File: src/rtl/thumb_inst_align.sv
// Thumb halfword-to-instruction aligner: a circular halfword FIFO that emits 16-bit or 32-bit Thumb-2 instructions.
// Optional issue counter on inst_cnt is enabled by defining THUMB_INST_ALIGN_CNT_EN.
module thumb_inst_align #(
  parameter int FIFO_DEPTH = 4
) (
  input  logic        clk,
  input  logic        rst,
  input  logic        flush,
  input  logic [15:0] hw_in,
  input  logic        hw_valid,
  output logic        hw_ready,
  output logic [31:0] inst,
  output logic        inst_is32,
  output logic        inst_valid,
  input  logic        inst_ready,
  output logic [31:0] inst_cnt
);

  localparam int PTR_W = $clog2(FIFO_DEPTH);
  localparam int CNT_W = PTR_W + 1;

  generate
    if (FIFO_DEPTH != 4 && FIFO_DEPTH != 8) begin : g_bad_depth
      $error("thumb_inst_align: FIFO_DEPTH must be 4 or 8");
    end
  endgenerate

  logic [15:0]      mem_q [FIFO_DEPTH];
  logic [15:0]      mem_d [FIFO_DEPTH];
  logic [PTR_W-1:0] rd_ptr_q, rd_ptr_d;
  logic [PTR_W-1:0] wr_ptr_q, wr_ptr_d;
  logic [CNT_W-1:0] count_q, count_d;

  logic [15:0]      head;
  logic [15:0]      second;
  logic             head_is32;
  logic             push;
  logic             pop;
  logic [CNT_W-1:0] pop_size;

  always_comb begin
    head      = mem_q[rd_ptr_q];
    second    = mem_q[rd_ptr_q + PTR_W'(1)];
    // 11101, 11110, 11111 in [15:11] mark the first half of a 32-bit encoding
    head_is32 = (head[15:13] == 3'b111) && (head[12:11] != 2'b00);

    hw_ready   = (count_q < CNT_W'(FIFO_DEPTH));
    inst_valid = head_is32 ? (count_q >= CNT_W'(2)) : (count_q != '0);

    inst      = 32'h0;
    inst_is32 = 1'b0;
    if (inst_valid) begin
      inst      = head_is32 ? {head, second} : {head, 16'h0};
      inst_is32 = head_is32;
    end

    push     = hw_valid && hw_ready && !flush;
    pop      = inst_valid && inst_ready && !flush;
    pop_size = pop ? (head_is32 ? CNT_W'(2) : CNT_W'(1)) : '0;
  end

  always_comb begin
    mem_d    = mem_q;
    rd_ptr_d = rd_ptr_q;
    wr_ptr_d = wr_ptr_q;
    count_d  = count_q;

    if (flush) begin
      rd_ptr_d = '0;
      wr_ptr_d = '0;
      count_d  = '0;
    end else begin
      if (push) begin
        mem_d[wr_ptr_q] = hw_in;
        wr_ptr_d        = wr_ptr_q + PTR_W'(1);
      end
      rd_ptr_d = rd_ptr_q + PTR_W'(pop_size);
      count_d  = count_q + CNT_W'(push) - pop_size;
    end
  end

  always_ff @(posedge clk) begin
    if (rst) begin
      rd_ptr_q <= '0;
      wr_ptr_q <= '0;
      count_q  <= '0;
    end else begin
      rd_ptr_q <= rd_ptr_d;
      wr_ptr_q <= wr_ptr_d;
      count_q  <= count_d;
    end
  end

  // Storage needs no reset: count gates every read of it.
  always_ff @(posedge clk) begin
    mem_q <= mem_d;
  end

`ifdef THUMB_INST_ALIGN_CNT_EN
  logic [31:0] cnt_q, cnt_d;

  always_comb begin
    cnt_d = cnt_q;
    if (pop) cnt_d = cnt_q + 32'd1;
  end

  always_ff @(posedge clk) begin
    if (rst) cnt_q <= 32'h0;
    else     cnt_q <= cnt_d;
  end

  assign inst_cnt = cnt_q;
`else
  assign inst_cnt = 32'h0;
`endif

endmodule

File: config.mk
export PLATFORM = sky130hd
export DESIGN_NAME = thumb_inst_align
export DESIGN_NICKNAME = d
export VERILOG_FILES = /design/src/rtl/thumb_inst_align.sv
export SDC_FILE = /design/constraint.sdc
export NUM_CORES = 1
export LEC_CHECK = 0
export CAP_MARGIN = 20
export CORE_MARGIN = 4
export CORE_UTILIZATION = 50
export DETAILED_ROUTE_END_ITERATION = 6
export PLACE_DENSITY_LB_ADDON = 0.08
export SLEW_MARGIN = 5
export SYNTH_ARGS = -nofsm -noshare
export SYNTH_HDL_FRONTEND = slang
export SYNTH_SLANG_ARGS = --single-unit
File: constraint.sdc
create_clock -name clk -period 3.8 [get_ports clk]
set_input_delay 1.14 -clock clk [delete_from_list [all_inputs] [get_ports clk]]
set_output_delay 1.14 -clock clk [all_outputs]
set_load 0.01 [all_outputs]
# Word-level counts from Yosys, hierarchy flattened
# Index checks and enable logic that the tools add are counted.
# classes
div	0
addsub	5
n_reduce_logical	11
bitwise	4
order_cmp	6
multipliers	0
muxes	15
shift	0
eq_ne	1
# op_table
op	n
$mux 16	6
$bmux 16 s2	2
$bwmux 64	1
$demux 16 s2	1
$mux 32	1
$ge 3x3->1 const B	3
$not 2->3	3
$logic_and 1x1->1	6
$add 2x1->2 const B	2
$mux 2	2
$add 3x1->3	1
$eq 3x3->1 const B	1
$ge 3x2->1 const B	1
$lt 3x1->1 const B	1
$lt 3x3->1 const B	1
$reduce_bool 3->1	1
$sub 3x2->3	1
$add 2x2->2	1
$mux 1	2
$reduce_and 2->1	1
$reduce_bool 2->1	1
$reduce_or 2->1	1
$logic_not 1->1	1
$not 1->1	1
# word_totals
ram_bits	0
latch_bits	0
mem_bits_ro	0
mem_count	0
reg_bits	71
inputBits	21

# Longest topological paths before layout
# depth
ltp_word	11
depth_mapped	14
mapped_depth_nobuf	11

# Worst setup path after synthesis
# OpenSTA, ideal clock, no wires.
# synth_path
path_type	register to output
from	reg rd_ptr_q[1]
to	out inst[23]
t_arrival_ns	1.690
setup_slack_ns	0.970
t_required_ns	2.660
n_path_buf	3
stages_incl_launch_ff	6
cell_sequence	dfxtp_1 buf_2 buf_4 buf_2 mux4_2 and2b_1
# synth_between
elab_chain_cells	8
# synth_rtl
item	line_no	text
start, declared	30	logic [PTR_W-1:0] rd_ptr_q, rd_ptr_d;
start signal, assigned	88	rd_ptr_q <= rd_ptr_d;
$not 2->3 (implied by the code) (*)	42	head = mem_q[rd_ptr_q];
$bmux 16 s2 (*)	42	
$mux 16 (implied by the code) (*) (2 in a row)	42	
$eq 3x3->1 or $reduce_bool 2->1 (tied branches)	45	head_is32 = (head[15:13] == 3'b111) && (head[12:11] != 2'b00);
$logic_and 1x1->1	45	
$mux 1	48	inst_valid = head_is32 ? (count_q >= CNT_W'(2)) : (count_q != '0);
$mux 32 (*)	52	if (inst_valid) begin
end, declared	12	output logic [31:0] inst,
# Every way passes the cells marked *; elsewhere a longest branch is shown, timed or not. The select of a mux whose other input is x is not followed.

# Worst setup path after layout
# layout_path
from	reg rd_ptr_q[0]
to	out inst[17]
# Same word-level chain as after synthesis.

==> summary.txt <==
Clock tree
  – Clock Tree Root: clkbuf_8
  – Total CTS buffers: 9
  – CTS clk-pin slew, worst paths: 70 ps
  – CTS tree: yes
  – Worst-Skew Late Latency: 330 ps
  – Max Buffers Root-to-Sink: 2
  – Clock Sinks: 71
  – H-tree depth: 3

Yosys
  – Yosys top cell by area: edfxtp_1
  – Cell area after synthesis: 3690 µm²
  – Sequential cell area fraction in the yosys report: 0.558
  – Top FF cell, synth: edfxtp_1
  – FF+latch count, synth: 71
  – Share of the synthesized area in the top cell type: 0.521
  – Synth top area cells: edfxtp_1 (52%), mux4_2 (20%), buf_4 (6.7%)
  – Most frequent cell after synthesis: edfxtp_1
  – Syn Area/Cell: 16.1 µm²
  – Synth cell count leaders: edfxtp_1 (64), buf_4 (33), mux4_2 (32)
  – Gate Count Post-Synth: 229
  – Asr flop ratio synth: 0
  – Unique masters post-synth: 31
  – Number of enable flip-flop cells after synthesis: 64
  – Ys Warns: 0

Cells and area
  – Register area: 2070 µm²
  – Multi-input gate area: 1400 µm²
  – Final std cells w/o fill: 405
  – Utilization after layout: 0.627
  – Final net count: 330
  – Share of layout cells above drive strength 1: 0.242
  – Diode count: 0
  – Syn-to-layout area delta: 22.6%
  – Filler cells: 531

Power and ir drop
  – VDD IR max: 294 µV
  – Leak: 1.57 nW
  – Pwr/cell area: 360 nW/µm²

Setup path
  – Cell Chain, Critical Path: mux4_2, o21ai_4, o41ai_4, buf_4, and2b_1, clkdlybuf4s50_1
  – Type of origin of the critical path: flop
  – R2R cell count: 12
  – CP Data Arrival Time: 2530 ps
  – Setup crit end kind: output port
  – Slowest Stage Delay on Critical Path: 560 ps
  – Worst EP required: 2660 ps
  – Crit-path slowest cell: mux4_2
  – CP Max Fanout: 7
  – Crit Path Class: reg2out

Die
  – Die ar.: 8820 µm²
  – I/O Pins: 88
  – Row cnt: 31
  – Die Span Y: 93.9 µm
  – Core Area: 7210 µm²
  – Die X-Extent: 93.9 µm
  – Initial Util: 0.512

Detailed routing
  – Antenna Nets Post-Route: 0
  – WL/cell: 17.1 µm
  – Drt first pass iters: 5
  – Final wirelength: 6.92 mm
  – Vias per cell: 5.07
  – Via count: 2,052
  – DRC Markers: 0
  – First-iteration detailed-routing DRC count: 116

STA
  – Tmin final: 3670 ps
  – Setup TNS: 0 ps
  – Final Hold Fails: 0
  – Clock Skews: 6.76 ps
  – Slew Limit Fails: 0
  – RSZ-0062 raised after global routing: false
  – Timing-limited maximum frequency: 273 MHz
  – Fin crit share: 0.965
  – Setup-failing EPs final: 0

GRT
  – Vias in the first global route: 2,085
  – Initial antenna violation count: 0
  – Total track usage: 0.168
  – Largest net degree at the start of global routing: 23
  – Total gr overflow: 0
  – First-pass GRT wire length: 11.0 mm

Outcome
  – Status: finished, final reports clean

Job
  – Number of max-cap violations: 0

Min path
  – Min-Delay Path Class: reg2reg
  – Hold Crit Depth: 2

Place
  – GP Congestion: 0.735
  – DP HPWL: 4.87 mm
  – Inst Count DP: 386
  – Port bufs: 55
-- report_power, final --
| group | internal [mW] | switching, mW | total [mW] |
|---|---|---|---|
| Combinational | 0.0656 | 0.0641 | 0.130 |
| Sequential | 0.862 | 0.00659 | 0.868 |
| Clock | 0.365 | 0.269 | 0.634 |
-- layer usage --
metal	track usage	vias to the layer above	share of wire
met5	0	-	0
met4	0.0542	0	0.010
met3	0.0385	7	0.064
met2	0.282	84	0.51
met1	0.216	1021	0.42
li1	-	940	-
-- path summary, 6_finish.rpt --
| kind | end | slack, ps | start |
|---|---|---|---|
| max | inst[17] | 130 | rd_ptr_q[0]$_SDFF_PP0_ |
| min | wr_ptr_q[0]$_SDFFE_PP0P_ | 590 | wr_ptr_q[0]$_SDFFE_PP0P_ |
| max reg2reg | count_q[2]$_SDFF_PP0_ | 1050 | rd_ptr_q[0]$_SDFF_PP0_ |
| min reg2reg | wr_ptr_q[0]$_SDFFE_PP0P_ | 590 | wr_ptr_q[0]$_SDFFE_PP0P_ |
-- state kept, by name (all words and copies together), names as in the netlist --
signal    count
wr_ptr_q      2
count_q       3
rd_ptr_q      2
mem_q        64
-- cell usage in the layout, fill, tap and decap left out, types with 2 or more instances in the layout --
cell / synthesis / final
edfxtp_1: 64 / 64
clkdlybuf4s50_1: 0 / 55
mux4_2: 32 / 32
conb_1: 1 / 32
nor2b_1: 24 / 24
buf_4: 33 / 18
nor2_1: 9 / 9
and2b_1: 9 / 9
clkbuf_8: 0 / 9
inv_1: 7 / 7
ha_1: 6 / 6
and2_1: 5 / 5
dfxtp_1: 7 / 5
xnor2_1: 4 / 4
nand2_1: 2 / 2
or3_1: 2 / 2
bufinv_16: 0 / 2
clkinv_2: 0 / 2
dfxtp_4: 0 / 2
-- layout make-up --
class | count | area share
Multi-Input combinational cell | 138 | 0.310
Clock buffer | 9 | 0.0274
Clock inverter | 6 | 0.0191
Inverter | 8 | 0.00663
Timing Repair Buffer | 74 | 0.153
Tap cell | 99 | 0.0274
Sequential cell | 71 | 0.457
-- worst max-delay path: cells and delay by family, from the launching register on --
| family | cells | cell delay (ps) |
|---|---|---|
| AOI/OAI and AO/OA | 2 | 310 |
| and+or+nand+nor | 1 | 200 |
| muxes | 1 | 560 |
| DFF | 1 | 410 |
| buffers and inverters | 2 | 710 |
-- logic make-up (layout without fill, tap and decap cells) --
logic type,Yosys count,count (layout),share of synthesized area
flip-flops,71,71,0.558
AND/OR/NAND/NOR,55,55,0.0898
buffers and inverters,51,97,0.0932
multiplexers,32,32,0.195
adder cells (fa/ha/maj),7,7,0.0258
AO/OA/AOI/OAI,7,7,0.0247
XOR/XNOR,5,5,0.0119
other,1,32,0.00102
-- what timing repair did --
action,CTS,global route
hold buffers,0,0
endpoints found under the setup margin,17,4
gates resized for setup,1,1
setup buffers,3,1
pin swaps,1,0
-- through the flow --
step | power [mW] | cell area [µm²] | setup slack [ps] | hold slack, ps
floorplan | 0.976 | 3810 | 970 | 538
detailed placement | 1.01 | 4280 | 13.2 | 581
global route | 1.70 | 4530 | 19.6 | 626
CTS | 1.65 | 4520 | 67.2 | 595
global placement | 1.01 | 4280 | 65.3 | 569
finish | 1.63 | 4530 | 133 | 592
(Power assumes the default switching activity.)
